===== src/rtl/dmem_arbiter.sv =====
// Two-port (core C, loader L) arbiter in front of a single-port data RAM.
// Define DMEM_ARB_FIXED_PRIO_EN to give C fixed priority instead of round-robin.
module dmem_arbiter #(
   parameter int ADDR_W = 32,
   parameter int DATA_W = 32,
   parameter int RAM_AW = 10
) (
   input  logic              CLK,
   input  logic              RESET_N,
   input  logic              c_req,
   input  logic              c_we,
   input  logic [ADDR_W-1:0] c_addr,
   input  logic [DATA_W-1:0] c_wdata,
   output logic              c_gnt,
   output logic              c_rvalid,
   output logic [DATA_W-1:0] c_rdata,
   input  logic              l_req,
   input  logic              l_we,
   input  logic [ADDR_W-1:0] l_addr,
   input  logic [DATA_W-1:0] l_wdata,
   output logic              l_gnt,
   output logic              l_rvalid,
   output logic [DATA_W-1:0] l_rdata,
   output logic [RAM_AW-1:0] ram_addr,
   output logic [DATA_W-1:0] ram_data,
   output logic              ram_wren,
   output logic              ram_wread,
   input  logic [DATA_W-1:0] ram_rdata,
   output logic              busy
);

   localparam logic [1:0] S_IDLE   = 2'd0;
   localparam logic [1:0] S_ACCESS = 2'd1;
   localparam logic [1:0] S_RDATA  = 2'd2;

   logic [1:0]        state_q, state_d;
   logic              win_q, win_d;   // 1 = loader owns the current access
   logic              we_q, we_d;
   logic [RAM_AW-1:0] addr_q, addr_d;
   logic [DATA_W-1:0] wdata_q, wdata_d;
   logic [DATA_W-1:0] c_rdata_q, c_rdata_d, l_rdata_q, l_rdata_d;
   logic              c_rvalid_q, c_rvalid_d, l_rvalid_q, l_rvalid_d;
   logic              pick_l;
   logic              unused_addr_bits;

   assign unused_addr_bits = ^{c_addr[ADDR_W-1:RAM_AW+2], c_addr[1:0],
                               l_addr[ADDR_W-1:RAM_AW+2], l_addr[1:0]};

`ifdef DMEM_ARB_FIXED_PRIO_EN
   assign pick_l = !c_req;
`else
   logic last_q, last_d;   // 1 = loader was granted most recently

   assign pick_l = l_req && (!c_req || !last_q);

   always_comb begin
      last_d = last_q;
      if (state_q == S_ACCESS) last_d = win_q;
   end

   always_ff @(posedge CLK or negedge RESET_N) begin
      if (!RESET_N) last_q <= 1'b1;
      else          last_q <= last_d;
   end
`endif

   always_comb begin
      state_d    = state_q;
      win_d      = win_q;
      we_d       = we_q;
      addr_d     = addr_q;
      wdata_d    = wdata_q;
      c_rdata_d  = c_rdata_q;
      l_rdata_d  = l_rdata_q;
      c_rvalid_d = 1'b0;
      l_rvalid_d = 1'b0;
      case (state_q)
         S_IDLE: begin
            if (c_req || l_req) begin
               state_d = S_ACCESS;
               win_d   = pick_l;
               we_d    = pick_l ? l_we : c_we;
               addr_d  = pick_l ? l_addr[RAM_AW+1:2] : c_addr[RAM_AW+1:2];
               wdata_d = pick_l ? l_wdata : c_wdata;
            end
         end
         S_ACCESS: state_d = we_q ? S_IDLE : S_RDATA;
         S_RDATA: begin
            // RAM data is registered here so no requester sees it combinationally
            state_d = S_IDLE;
            if (win_q) begin
               l_rdata_d  = ram_rdata;
               l_rvalid_d = 1'b1;
            end else begin
               c_rdata_d  = ram_rdata;
               c_rvalid_d = 1'b1;
            end
         end
         default: state_d = S_IDLE;
      endcase
   end

   always_ff @(posedge CLK or negedge RESET_N) begin
      if (!RESET_N) begin
         state_q    <= S_IDLE;
         win_q      <= 1'b0;
         we_q       <= 1'b0;
         addr_q     <= '0;
         wdata_q    <= '0;
         c_rdata_q  <= '0;
         l_rdata_q  <= '0;
         c_rvalid_q <= 1'b0;
         l_rvalid_q <= 1'b0;
      end else begin
         state_q    <= state_d;
         win_q      <= win_d;
         we_q       <= we_d;
         addr_q     <= addr_d;
         wdata_q    <= wdata_d;
         c_rdata_q  <= c_rdata_d;
         l_rdata_q  <= l_rdata_d;
         c_rvalid_q <= c_rvalid_d;
         l_rvalid_q <= l_rvalid_d;
      end
   end

   assign ram_addr  = addr_q;
   assign ram_data  = wdata_q;
   assign ram_wren  = (state_q == S_ACCESS) &&  we_q;
   assign ram_wread = (state_q == S_ACCESS) && !we_q;
   assign c_gnt     = (state_q == S_ACCESS) && !win_q;
   assign l_gnt     = (state_q == S_ACCESS) &&  win_q;
   assign c_rvalid  = c_rvalid_q;
   assign l_rvalid  = l_rvalid_q;
   assign c_rdata   = c_rdata_q;
   assign l_rdata   = l_rdata_q;
   assign busy      = (state_q != S_IDLE);

endmodule


===== config.mk =====
export PLATFORM = sky130hd
export DESIGN_NAME = dmem_arbiter
export DESIGN_NICKNAME = d
export VERILOG_FILES = /design/src/rtl/dmem_arbiter.sv
export SDC_FILE = /design/constraint.sdc
export NUM_CORES = 1
export LEC_CHECK = 0
export BUFFER_PORTS_ARGS = -buffer_cell sky130_fd_sc_hd__buf_2
export CORE_AREA = 2 2 109 111
export CTS_CLUSTER_DIAMETER = 80
export DETAILED_ROUTE_END_ITERATION = 8
export DIE_AREA = 0 0 111 113
export GPL_ROUTABILITY_DRIVEN = 1
export PLACE_DENSITY_LB_ADDON = 0.25
export SLEW_MARGIN = 40
export SYNTH_ARGS = -nofsm -noshare
export SYNTH_HDL_FRONTEND = slang
export SYNTH_SLANG_ARGS = --single-unit

===== constraint.sdc =====
create_clock -name CLK -period 4.3 [get_ports CLK]
set_clock_uncertainty 0.1 [all_clocks]
set_input_delay 0.86 -clock CLK [delete_from_list [all_inputs] [get_ports CLK]]
set_output_delay 0.86 -clock CLK [all_outputs]
set_load 0.02 [all_outputs]

==> results of run 1 <==
==> cells in the mapped netlist, drive strengths merged (4+ instances only) <==
library cell	number	area, um^2
buf	16	156.4
dfrtp	112	2803
inv	4	15.01
mux2	150	1982
nor2	6	22.52
==> sequential cells by signal, summed over array words and instances, names as in the netlist <==
| register | flops |
|---|---|
| c_rdata | 32 |
| c_rvalid | 1 |
| l_rdata | 32 |
| l_rvalid | 1 |
| last_q | 1 |
| ram_addr | 10 |
| ram_data | 32 |
| state_q | 2 |
| we_q | 1 |
| win_q | 1 |
==> cell families (layout without fill, tap and decap cells) <==
| logic type | count (synthesis) | count (layout) | synth area share, % |
|---|---|---|---|
| multiplexers | 150 | 150 | 39.15 |
| AND/OR/NAND/NOR | 9 | 9 | 0.9640 |
| AO/OA/AOI/OAI | 4 | 4 | 0.6181 |
| buffers and inverters | 20 | 276 | 3.386 |
| flip-flops | 113 | 113 | 55.88 |
==> metal layers <==
layer / track usage [%] / up-vias
li1: - / 1539
met1: 21.02 / 1613
met2: 29.16 / 173
met5: 0 / -
met4: 8.417 / 0
met3: 6.052 / 14
==> worst reg2reg max path: cells and delay by family (launching register included) <==
kind | cells | cell delay [ps]
mux | 2 | 680
flops | 1 | 530
buf+inv | 1 | 530
compound gates | 1 | 440
==> worst paths after layout <==
path / start / endpoint / slack [ps] / depth (start not counted)
setup / recovery: l_req / ram_data[14] / 1820 / 5
setup reg to reg: last_q / ram_data[14] / 1900 / 4
max in group asynchronous: RESET_N / c_rdata[27] / 2970 / 2
hold / removal: RESET_N / c_rdata[13] / 390 / 1
min in group CLK: we_q / state_q[1] / 400 / 1
hold reg to reg: we_q / state_q[1] / 400 / 1
==> placed cells by master (no fill, tap or decap), types with 2 or more instances in the layout <==
cell | Yosys | final
clkinvlp_4 | 0 | 3
clkbuf_16 | 0 | 17
bufinv_16 | 0 | 4
dfrtp_1 | 112 | 112
inv_1 | 4 | 4
mux2_4 | 78 | 78
mux2_2 | 72 | 72
buf_4 | 4 | 6
clkinv_4 | 0 | 2
clkinv_2 | 0 | 3
nor2_1 | 6 | 6
buf_2 | 7 | 233
clkbuf_8 | 0 | 3
==> where the power goes <==
group / leakage [nW] / switching, mW / total (mW) / internal [mW]
combinational: 1.96 / 1.35 / 2.57 / 1.22
clock: 0.305 / 0.487 / 1.49 / 1.00
sequential: 1.33 / 0.281 / 1.90 / 1.61
==> area by class of cell <==
type / count / area, um^2
clock buffer: 19 / 452.9
sequential: 113 / 2829
fill: 848 / 4318
multi-input combinational: 163 / 2069
timing repair buffer: 240 / 1225
clock inverter: 13 / 183.9
inverter: 4 / 15.01
tap: 143 / 178.9
==> qor.csv, run 1 <==
stage,metric,value,unit
clock_tree,post_cts_buffers,0,
critical_path,crit_chain,"buf_2, a21bo_2, buf_4, mux2_2, mux2_2",
yosys,synth_top_flop_cell,dfrtp_1,
clock_tree,cts.htree.levels,4,
clock_tree,cts_tree,built,
floorplanning,initial_core_util,44.91,%
sta,setup_tns,0,ps
clock_tree,cts-resized-gates,0,
critical_path,critPathMaxFanout,30,
place,dp_hpwl,7.749,mm
clock_tree,hold_buffers,0,
drt,drtIter0Drc,128,
critical_path,cp.arrival,2670,ps
floorplanning,pin_count,279,
pwr,peakVddDrop,470.1,uV
critical_path,cp_num_buf_inv,2,
critical_path,worstSetupPathType,in2reg,
drt,drt_pass1_iterations,4,
layout,final_core_util,61.69,%
global_routing,antenna_found_initial,0,
place,port_buffers,234,
pwr,power.density,855.7,nW/um^2
sta,setup_viol,0,
floorplanning,fp.dieH,113,um
clock_tree,clkLatencyLatePin,400,ps
yosys,syn_area,5062,um^2
drt,wl_met2,5.060,mm
sta,max_slew.worst_pin.slew,668.0,ps
min_path,min_path_type,in2async,
critical_path,crit_top_cell,mux2_2,
layout,area_growth,37.37,%
critical_path,slowest_stage,buf_4,
yosys,syn_avg_cell_area,17.10,um^2
place,place_ws,1393,ps
drt,ant_nets,0,
sta,period_minus_slack,2482,ps
yosys,synth_seq_cells,113,
sta,fin_ws,1818,ps
drt,wl_per_cell,15.23,um
drt,drcViolationCount,0,
critical_path,startpoint_type,input port,
clock_tree,numCtsBuffers,17,
place,place_area,6315,um^2
drt,wl_met1,4.400,mm
layout,nets,705,
critical_path,critical-path-top-delay-family,multiplexers,
layout,design_area,6954,um^2
clock_tree,cts.clk_slew.worst_paths,60,ps
sta,drv_slew,0,
global_routing,grt.total_usage,17.71,%
sta,fin_crit_sh,57.72,%
floorplanning,die_area,12540,um^2
yosys,synth_edf_count,0,
critical_path,crit_required,4490,ps
layout,final_layout_size_suffix_gt1_share,77.17,%
clock_tree,cts_sinks,113,
layout,final_cells,695,
sta,hold_violations,0,
job,cap_violations,0,
global_routing,grt_pass1_wl,17.55,mm
clock_tree,clockRootBuffer,clkbuf_16,
critical_path,crit_path_end_kind,flip-flop,
drt,via_per_inst,4.804,
yosys,yosysWarnings,0,
status,status,completed,
drt,num_vias,3339,
yosys,synth_seq_area_share,55.88,%
place,gp_congestion,0.7506,
yosys,syn_inst,296,
global_routing,gr-total-overflow,0,
pwr,p_leak,3.599,nW
critical_path,critPathMaxStageDelay,530,ps
place,dp_cells,663,
pwr,finalPower,5.951,mW
yosys,synth_fp_nets,462,
sta,fmax,402.9,MHz
floorplanning,num_rows,39,
global_routing,grt_max_degree,87,
clock_tree,clock_path_buffers,2,
yosys,async_reset_ff_share,100.0,%
floorplanning,dieWidth,111,um
global_routing,first_global_vias,3628,
drt,routed_wl,10.59,mm
sta,slew_headroom,55.46,%
floorplanning,core,11270,um^2
layout,diodes,0,
sta,rsz0062_at_grt,no,
drt,met3_length,956,um
drt,top_layer,met4,
sta,fin_hold_ws,393.7,ps
yosys,synthDistinctLibCells,17,
Note: power is estimated with default switching activity, not from simulation.
==> run 2: changes to the inputs <==
--- a/config.mk
+++ b/config.mk
@@ -6,10 +6,10 @@
 export NUM_CORES = 1
 export LEC_CHECK = 0
 export BUFFER_PORTS_ARGS = -buffer_cell sky130_fd_sc_hd__buf_2
-export CORE_AREA = 2 2 109 111
+export CORE_MARGIN = 2
+export CORE_UTILIZATION = 40
 export CTS_CLUSTER_DIAMETER = 80
 export DETAILED_ROUTE_END_ITERATION = 8
-export DIE_AREA = 0 0 111 113
 export GPL_ROUTABILITY_DRIVEN = 1
 export PLACE_DENSITY_LB_ADDON = 0.25
 export SLEW_MARGIN = 40
==> constraint.sdc (replaced) <==
create_clock -name CLK -period 2.1 [get_ports CLK]
set_clock_uncertainty 0.1 [all_clocks]
set_input_delay 0.42 -clock CLK [delete_from_list [all_inputs] [get_ports CLK]]
set_output_delay 0.42 -clock CLK [all_outputs]
set_load 0.02 [all_outputs]
==> run 2 against run 1 <==
Against the previous run:
- clock power up 96%
- wire length is 3.6% higher
- global-route usage is 1.0 points lower
- non-clock buffer count grew 6
- largest power group unchanged
- critical endpoint is now l_gnt
- core utilization fell by 4.7 points
==> qor.csv, run 2 (synthesis results as in run 1) <==
stage,metric,value,unit
pwr,p_leak,3.655,nW
critical_path,crit_required,1580,ps
critical_path,reg2reg_from,last_q,
drt,num_vias,3332,
sta,fin_crit_sh,93.02,%
pwr,power.density,1721,nW/um^2
layout,diodes,0,
drt,drt_pass1_iterations,4,
critical_path,startpoint_type,flip-flop,
clock_tree,cts.clk_slew.worst_paths,50,ps
place,gp_congestion,0.7198,
pwr,peakVddDrop,892.4,uV
global_routing,antenna_found_initial,0,
layout,layout_common_cells,"233 x buf_2, 112 x dfrtp_1, 78 x mux2_4",
layout,nets,711,
floorplanning,die_area,13570,um^2
clock_tree,cts.htree.levels,4,
floorplanning,initial_core_util,40.61,%
place,place_area,6485,um^2
sta,setup_viol,0,
layout,final_cells,728,
sta,period_minus_slack,1953,ps
critical_path,critPathMaxFanout,6,
sta,setup_tns,0,ps
layout,final_layout_size_suffix_gt1_share,76.80,%
min_path,min_path_type,in2reg,
layout,area_growth,40.31,%
floorplanning,pin_count,279,
floorplanning,core,12470,um^2
sta,fmax,511.9,MHz
place,dp_cells,697,
critical_path,critPathLaunch,state_q[1],
status,status,completed,
sta,rsz0062_at_grt,no,
global_routing,grt_max_degree,40,
floorplanning,dieWidth,116.5,um
sta,max_slew.worst_pin.slew,553.2,ps
critical_path,worstSetupPathType,reg2out,
layout,layout_commonest_cell,buf_2,
clock_tree,clkLatencyLatePin,400,ps
drt,drcViolationCount,0,
drt,ant_nets,0,
global_routing,first_global_vias,3455,
drt,drtIter0Drc,155,
clock_tree,cts_tree,built,
floorplanning,num_rows,41,
min_path,hp-start,ram_rdata[6],
min_path,holdPathStages,2,
place,port_buffers,234,
pwr,finalPower,12.22,mW
clock_tree,clock_path_buffers,2,
place,place_ws,245.6,ps
sta,hold_violations,0,
clock_tree,cts_sinks,113,
job,cap_violations,0,
sta,drv_slew,0,
clock_tree,numCtsBuffers,17,
place,dp_hpwl,7.946,mm
global_routing,grt_pass1_wl,17.03,mm
sta,slew_headroom,63.12,%
global_routing,grt.total_usage,16.69,%
drt,via_per_inst,4.577,
global_routing,gr-total-overflow,0,
floorplanning,fp.dieH,116.5,um
drt,wl_per_cell,15.06,um
critical_path,crit_path_end_kind,primary output,
clock_tree,post_cts_buffers,0,
clock_tree,clockRootBuffer,clkbuf_16,
drt,routed_wl,10.97,mm
critical_path,worstRegToRegCells,4,
layout,design_area,7103,um^2
critical_path,cp.arrival,1430,ps
sta,fin_ws,146.6,ps
==> run 2: cell count changes in the layout (fill, tap and decap cells not counted), moves of 2 or more <==
cell        delta
clkinvlp_4     -3
clkbuf_8       +2
clkbuf_1       +3
clkinv_4       -2
buf_12         +8
buf_4          -2
==> run 2: path summary, 6_finish.rpt <==
kind,endpoint,slack (ps)
setup / recovery,l_gnt,150
hold / removal,l_rdata[6],160
hold reg to reg,state_q[1],390
max in group asynchronous,l_rdata[3],840
setup reg to reg,ram_data[15],310
min in group asynchronous,ram_data[28],450
==> run 2: area by class of cell <==
| class | instances | area, um^2 |
|---|---|---|
| clock buffer | 25 | 505.5 |
| clock inverter | 5 | 100.1 |
| fill | 1038 | 5363 |
| inverter | 4 | 15.01 |
| multi-input combinational | 163 | 2072 |
| sequential | 113 | 2829 |
| tap | 172 | 215.2 |
| timing repair buffer | 246 | 1366 |
==> run 2: metal layers <==
layer	part of all wire, %	routed length (um)	GRT usage [%]
met1	42	4616	20.01
met2	47	5205	26.78
met3	9.1	1001	5.760
met4	1.3	144	8.413
met5	0	0	0
==> run 2: critical path, stage by stage (launching register included) <==
cell and delay, ps:
dfrtp_1 390, nand2b_1 260, nor2_2 190, buf_2 200
==> run 2: repair_timing <==
item	4_1_cts	5_1_grt
endpoints found under the setup margin	1	0
endpoints found under the hold margin	33	0
hold buffers	1	0
resized for setup	1	0
==> run 2: report_power, final <==
group	total [mW]	switching, mW	leakage [nW]	internal, mW
Clock	2.92	0.919	0.299	2.00
Combinational	5.42	2.82	2.02	2.60
Sequential	3.88	0.569	1.33	3.31
Total	12.2	4.31	3.65	7.91
==> run 2: stage by stage <==
| step | util, % | hold slack (ps) |
|---|---|---|
| detailed placement | 52.02 | 347.0 |
| global placement | 52.02 | 342.1 |
| global route | 56.98 | 137.4 |
| CTS | 56.98 | 139.1 |
| finish | 56.98 | 159.7 |
| floorplan | - | 24.41 |
==> run 3: changes to the inputs <==
--- a/config.mk
+++ b/config.mk
@@ -6,6 +6,7 @@
 export NUM_CORES = 1
 export LEC_CHECK = 0
 export BUFFER_PORTS_ARGS = -buffer_cell sky130_fd_sc_hd__buf_2
+export CAP_MARGIN = 0
 export CORE_MARGIN = 2
 export CORE_UTILIZATION = 40
 export CTS_CLUSTER_DIAMETER = 80
==> constraint.sdc (replaced) <==
create_clock -name CLK -period 2.1 [get_ports CLK]
set_clock_uncertainty 0.1 [all_clocks]
set_input_delay 0.21 -clock CLK [delete_from_list [all_inputs] [get_ports CLK]]
set_output_delay 0.21 -clock CLK [all_outputs]
set_load 0.02 [all_outputs]
==> run 3 against run 2 <==
Against the previous run:
- critical path depth rose by 1
- setup slack improved by 170 ps
- via count rose by 2.4%
- critical path type is now reg2reg
- count of clock-buffer cells in the layout did not move
- clock power rose by 3%
- sequential cell count did not move
- sequential power barely moved
- final cell count rose by 3.8%
- cell area rose by 4.2%
==> qor.csv, run 3 (synthesis results as in run 1) <==
stage,metric,value,unit
status,status,completed,
clock_tree,cts_tree,built,
clock_tree,cts.htree.levels,4,
floorplanning,die_area,13570,um^2
floorplanning,num_rows,41,
critical_path,cp.arrival,1960,ps
job,cap_violations,0,
clock_tree,cts_sinks,113,
drt,wl_per_cell,14.66,um
layout,final_layout_size_suffix_gt1_share,72.77,%
sta,max_slew.worst_pin.slew,489.7,ps
sta,setup_viol,0,
floorplanning,pin_count,279,
layout,diodes,0,
min_path,min_path_type,in2reg,
pwr,finalPower,12.31,mW
place,port_buffers,234,
drt,drt_pass1_iterations,5,
floorplanning,fp.dieH,116.5,um
global_routing,grt.total_usage,16.62,%
drt,drtIter0Drc,117,
global_routing,antenna_found_initial,0,
sta,rsz0062_at_grt,no,
drt,routed_wl,11.08,mm
drt,ant_nets,0,
drt,via_per_inst,4.512,
clock_tree,clock_path_buffers,2,
sta,fin_crit_sh,84.69,%
global_routing,grt_pass1_wl,17.08,mm
layout,fillers,1020,
clock_tree,numCtsBuffers,17,
critical_path,startpoint_type,flip-flop,
clock_tree,clockRootBuffer,clkbuf_16,
critical_path,critPathMaxFanout,23,
pwr,peakVddDrop,695.8,uV
critical_path,worstSetupPathType,reg2reg,
layout,nets,740,
clock_tree,cts.clk_slew.worst_paths,50,ps
sta,hold_violations,0,
layout,area_growth,46.14,%
clock_tree,clkLatencyLatePin,400,ps
pwr,p_leak,3.780,nW
sta,drv_slew,0,
floorplanning,core,12470,um^2
clock_tree,post_cts_buffers,0,
layout,layout_common_cells,"233 x buf_2, 112 x dfrtp_1, 78 x mux2_4",
place,dp_hpwl,7.805,mm
layout,multi_input_area,2069,um^2
drt,drcViolationCount,0,
sta,period_minus_slack,1778,ps
global_routing,gr-total-overflow,0,
drt,num_vias,3411,
floorplanning,initial_core_util,40.61,%
sta,slew_headroom,67.35,%
floorplanning,dieWidth,116.5,um
critical_path,crit_required,2290,ps
global_routing,grt_max_degree,48,
pwr,power.density,1664,nW/um^2
global_routing,first_global_vias,3569,
sta,setup_tns,0,ps
sta,fmax,562.3,MHz
layout,layout_commonest_cell,buf_2,
place,gp_congestion,0.7267,
critical_path,crit_path_end_kind,flip-flop,
sta,fin_hold_ws,61.20,ps
layout,ff_latch_area,2829,um^2
-- run 3: cell type report --
| type | count | area share (%) |
|---|---|---|
| flip-flops and latches | 113 | 38.24 |
| multi-input cells | 163 | 27.97 |
| repair buffers | 275 | 22.15 |
| clock buffers | 25 | 7.238 |
| well taps | 172 | 2.909 |
| clock inverters | 4 | 1.285 |
| inverters | 4 | 0.2029 |
-- run 3: report_power, final --
part	switching, mW	total (mW)	internal, mW
registers	0.576	3.89	3.31
logic	2.82	5.43	2.61
clock network	0.901	3.00	2.10
-- run 3: worst max-delay path, cell delays in order, from the launching register on --
cell	delay, ps
dfstp_2	530
a21bo_2	200
buf_12	210
mux2_2	350
mux2_2	260
-- run 3: metal layers --
layer	vias up	part of all wire, %	wire length [um]	global-route usage (%)
met5	-	0	0	0
met4	0	1.8	202	8.095
met3	16	8.7	960	5.501
met2	162	48	5272	27.44
met1	1632	42	4645	19.55
li1	1601	-	-	-
-- run 3: per-stage QoR --
stage               worst slack (ps)  util [%]  instances  cell area, um^2
floorplan                      423.1         -        296             5062
global placement               356.3     51.64        694             6437
detailed placement             321.2     51.64        694             6437
CTS                            315.9     59.35        756             7398
global route                   248.9     59.35        756             7398
finish                         321.5     59.35        756             7398
-- run 3: what timing repair did --
item | CTS | global route
hold buffers | 33 | 0
endpoints found under the hold margin | 99 | 0
gates resized for setup | 0 | 0
-- run 3: path summary, 6_finish.rpt --
path	start	slack, ps	end	cells after the start
setup reg to reg	last_q	320	ram_data[15]	4
setup / recovery	last_q	320	ram_data[15]	4
hold / removal	l_wdata[31]	60	ram_data[31]	3
min in group asynchronous	RESET_N	240	c_rdata[6]	2
max in group asynchronous	RESET_N	890	c_rdata[14]	3
hold reg to reg	we_q	390	state_q[1]	1
